### config.mk
export PLATFORM = sky130hd
export DESIGN_NAME = fetch_stage
export DESIGN_NICKNAME = d
export VERILOG_FILES = /design/src/rtl/fetch_stage.sv
export SDC_FILE = /design/constraint.sdc
export NUM_CORES = 1
export LEC_CHECK = 0
export CAP_MARGIN = 20
export CORE_ASPECT_RATIO = 1.4
export CORE_MARGIN = 2
export CORE_UTILIZATION = 50
export DETAILED_ROUTE_END_ITERATION = 10
export PLACE_DENSITY_LB_ADDON = 0.3
export SETUP_SLACK_MARGIN = 0.4
export SLEW_MARGIN = 5
export SYNTH_ARGS = -nofsm -noshare
export SYNTH_HDL_FRONTEND = slang
export SYNTH_SLANG_ARGS = --single-unit
### constraint.sdc
create_clock -name clk -period 5.7 [get_ports clk]
set_clock_uncertainty 0.1 [all_clocks]
set_input_delay 0.855 -clock clk [delete_from_list [all_inputs] [get_ports clk]]
set_output_delay 0.855 -clock clk [all_outputs]
set_load 0.01 [all_outputs]
### src/rtl/fetch_stage.sv
// Instruction-fetch stage with IF/ID pipeline register: owns the PC, runs a
// variable-latency imem request handshake, buffers words across stalls and squashes on branches.
module fetch_stage #(
    parameter logic [31:0] RESET_PC = 32'h0000_0000,
    parameter logic [31:0] NOP_WORD = 32'h0000_0000
) (
    input  logic        clk,
    input  logic        rst_n,
    input  logic        LE_PC,
    input  logic        LE_IF_ID,
    input  logic        branch_taken,
    input  logic [31:0] branch_target,
    output logic        imem_req,
    output logic [31:0] imem_addr,
    input  logic        imem_ready,
    input  logic [31:0] imem_rdata,
    output logic [31:0] if_id_instr,
    output logic [31:0] if_id_pc4,
    output logic        if_id_valid
);

    typedef enum logic [1:0] {
        FETCH   = 2'd0,
        HOLD    = 2'd1,
        DISCARD = 2'd2
    } state_t;

    state_t      state_reg;
    logic [31:0] pc_reg;
    logic [31:0] old_addr_reg;
    logic [31:0] buf_instr_reg;
    logic [31:0] buf_pc4_reg;
    logic        active_reg;

    logic        stall;
    logic        accept;
    logic [31:0] pc_plus4;

    assign stall    = ~LE_PC | ~LE_IF_ID;
    assign pc_plus4 = pc_reg + 32'd4;

    // active_reg keeps the request low through reset and the release edge,
    // so a response to an abandoned request can never be accepted.
    assign imem_req  = active_reg && (state_reg != HOLD);
    assign imem_addr = (state_reg == DISCARD) ? old_addr_reg : pc_reg;
    assign accept    = imem_req & imem_ready;

    always_ff @(posedge clk) begin
        if (!rst_n) begin
            state_reg     <= FETCH;
            pc_reg        <= RESET_PC;
            old_addr_reg  <= 32'd0;
            buf_instr_reg <= 32'd0;
            buf_pc4_reg   <= 32'd0;
            active_reg    <= 1'b0;
            if_id_instr   <= NOP_WORD;
            if_id_pc4     <= 32'd0;
            if_id_valid   <= 1'b0;
        end else begin
            active_reg <= 1'b1;
            if (branch_taken) begin
                pc_reg      <= branch_target;
                if_id_instr <= NOP_WORD;
                if_id_pc4   <= 32'd0;
                if_id_valid <= 1'b0;
                // An unanswered request must still be seen through at its old address.
                if (imem_req && !imem_ready) begin
                    state_reg    <= DISCARD;
                    old_addr_reg <= imem_addr;
                end else begin
                    state_reg <= FETCH;
                end
            end else begin
                case (state_reg)
                    FETCH: begin
                        if (accept) begin
                            if (!stall) begin
                                if_id_instr <= imem_rdata;
                                if_id_pc4   <= pc_plus4;
                                if_id_valid <= 1'b1;
                                pc_reg      <= pc_plus4;
                            end else begin
                                buf_instr_reg <= imem_rdata;
                                buf_pc4_reg   <= pc_plus4;
                                state_reg     <= HOLD;
                            end
                        end else if (!stall) begin
                            if_id_instr <= NOP_WORD;
                            if_id_pc4   <= 32'd0;
                            if_id_valid <= 1'b0;
                        end
                    end
                    HOLD: begin
                        if (!stall) begin
                            if_id_instr <= buf_instr_reg;
                            if_id_pc4   <= buf_pc4_reg;
                            if_id_valid <= 1'b1;
                            pc_reg      <= pc_plus4;
                            state_reg   <= FETCH;
                        end
                    end
                    DISCARD: begin
                        if (!stall) begin
                            if_id_instr <= NOP_WORD;
                            if_id_pc4   <= 32'd0;
                            if_id_valid <= 1'b0;
                        end
                        if (accept) begin
                            state_reg <= FETCH;
                        end
                    end
                    default: begin
                        state_reg <= FETCH;
                    end
                endcase
            end
        end
    end

endmodule

==> results_dict.tcl <==
set metrics [dict create \
    power.density_mw_per_mm2 271 \
    cts.clk_slew.worst_paths_ns 0.07 \
    cts_tree "yes" \
    critPathBufInv 2 \
    syn_to_final_growth_pct 25.8 \
    synth.yosys.seq_area_share 0.446 \
    initial_core_util 0.509 \
    async_flop_share 0 \
    core_mm2 0.0173 \
    avgSynthCellArea_um2 8.88 \
    portBuffers 167 \
    drtIter0Drc 738 \
    firstDrtPassIters 6 \
    yosys.area.top_type "dfxtp_1" \
    gr-total-overflow 0 \
    top_usage_layer "met2" \
    worstMarginPinSlew_ns 1.01 \
    rsz0062_at_grt "no" \
    holdBufCountCts 0 \
    post_cts.repair.setup_buffers 0 \
    cts.sinks 196 \
    fp.dieW_um 116 \
    period_minus_slack_ns 3.59 \
    hpwl_mm 15.5 \
    yosysWarnings 0 \
    place.gp.congestion 0.897 \
    required_ns 5.95 \
    fin_nets 1180 \
    crit_path_end_kind "flop" \
    hold_class "reg2reg" \
    hold_violations 0 \
    setup_viol 0 \
    antenna_cells 0 \
    worst_path_max_delay_cell "or2_2" \
    multi_input_area_mm2 0.00442 \
    whs_ns 0.354 \
    grtUsageMet3 0.0506 \
    cap_viol_max_count 0 \
    syn_area_mm2 0.00879 \
    final-seq-area_mm2 0.00392 \
    synth.ff_latch_count 196 \
    clock_latency_ns 0.43 \
    cts_resized 0 \
    yosysMostFrequentCell "dfxtp_1" \
    num_vias 7826 \
    grt_use_met2 0.412 \
    ant_nets 0 \
    cpPeakStageDelay_ns 0.92 \
    synth_top_cells_by_count "196 x dfxtp_1, 117 x nor2_1, 108 x nand2_1, 96 x a21oi_1, 60 x o21ai_0" \
    crit_family "simple AND/OR/NAND/NOR gates" \
    synth_cells 990 \
    grt_max_degree 87 \
    start_kind "input port" \
    h-tree-depth 4 \
    finalWirelength_mm 23.3 \
    crit_arrival_ns 3.84 \
    layout-drive-gt1-share 0.0939 \
    antenna_found_initial 0 \
    fillers 1520 \
    io_pins 168 \
    fmax_mhz 279 \
    synth_area_leaders "dfxtp_1 45%, a21oi_1 5.5%, nor2_1 5.0%, nand2_1 4.6%, a222oi_1 4.0%" \
    setup_slack_ns 2.11 \
    ys_types 68 \
    place_ws_ns 1.69 \
    synth_top_flop_cell "dfxtp_1" \
    die_h_um 161 \
    synth_edf_count 0 \
    p_leak_nw 3.76 \
    cts_made_buffers 17 \
    critPathMaxFanout 46 \
    clockBufferDepth 2 \
    grt_usage 0.245 \
    vias_per_cell 5.78 \
    relSlewSlack 0.326 \
    yosys.area.top_type_share 0.446 \
    grt_first_pass_wirelength_mm 36.7 \
    ir_drop_uv 171 \
    core.rowCount 57 \
    use_met1 0.309 \
    slew_viol_final 0 \
    fin_crit_sh 0.630 \
    wl_per_cell_um 17.2 \
    drc 0 \
    status "finished, final reports clean" \
    cp_cell_sequence "clkdlybuf4s50_1, a311o_1, nor2b_1, or2_2, buf_4, a22oi_1, a21oi_1" \
    cts-root-buf "clkbuf_16" \
    worstSetupPathType "in2reg" \
    setup-tns-final_ns 0 \
    die-area_mm2 0.0187 \
    synth.net_count 1065 \
    grt_pass1_vias 7396 \
]
[layout make-up]
type,instances,area share
Inverter,13,0.00441
Multi-Input combinational cell,696,0.399
Sequential cell,196,0.355
Clock buffer,17,0.0385
Tap cell,236,0.0267
Clock inverter,15,0.0132
Timing Repair Buffer,181,0.163
[placed cells by master (no fill, tap or decap), types with 12 or more instances in the layout]
cell             netlist  layout
dfxtp_1              196     196
clkdlybuf4s50_1        0     167
nor2_1               117     116
nand2_1              108     107
a21oi_1               96      96
o21ai_0               60      60
a222oi_1              35      35
mux2i_1               35      35
xnor2_1               28      28
mux2_2                25      25
xor2_1                20      20
a22oi_1               20      20
nor3_1                19      19
nand3_1               17      17
clkbuf_16              0      17
inv_1                 12      12
buf_4                  4      12
[metal layers]
metal / vias to the layer above / share of wire
met3: 32 / 0.062
met5: - / 0
met4: 0 / 0.019
li1: 3794 / -
met2: 286 / 0.49
met1: 3714 / 0.43
[report_power, final]
group / internal, W / total (W) / switching, W
clock: 0.000615 / 0.00118 / 0.000561
sequential: 0.00142 / 0.00146 / 0.0000484
combinational: 0.000169 / 0.000361 / 0.000192
[worst reg2reg max path, delay by kind of cell, from the launching register on]
family	cells	cell delay, ns
AND/OR/NAND/NOR	2	1.58
buffers and inverters	2	0.48
AO/OA/AOI/OAI	3	0.43
adder cells (fa/ha/maj)	1	0.36
flip-flops	1	0.33
[logic make-up after synthesis]
kind of cell    after synthesis  share of synthesized area
compound gates              255                      0.187
xor+xnor                     48                     0.0478
fa+ha+maj                     5                    0.00712
buf+inv                      98                     0.0538
flops                       196                      0.446
mux                          60                     0.0719
simple gates                328                      0.185
[per-stage QoR]
step	std cells	total power (W)	area (um2)	utilization
2_1_floorplan	990	0.00169	8790	-
3_3_place_gp	1320	0.00184	10400	0.605
3_5_place_dp	1321	0.00185	10500	0.606
4_1_cts	1353	0.00301	11000	0.640
5_1_grt	1354	0.00311	11100	0.641
6_report	1354	0.00300	11100	0.641
[final timing paths]
kind,start,to,slack [ns],cells past startpoint
max reg2reg,state_reg[1],if_id_pc4[12],2.33,8
min,if_id_pc4[5],if_id_pc4[5],0.35,2
max,imem_ready,if_id_pc4[12],2.11,7
min reg2reg,if_id_pc4[5],if_id_pc4[5],0.35,2
(Power assumes the default switching activity.)
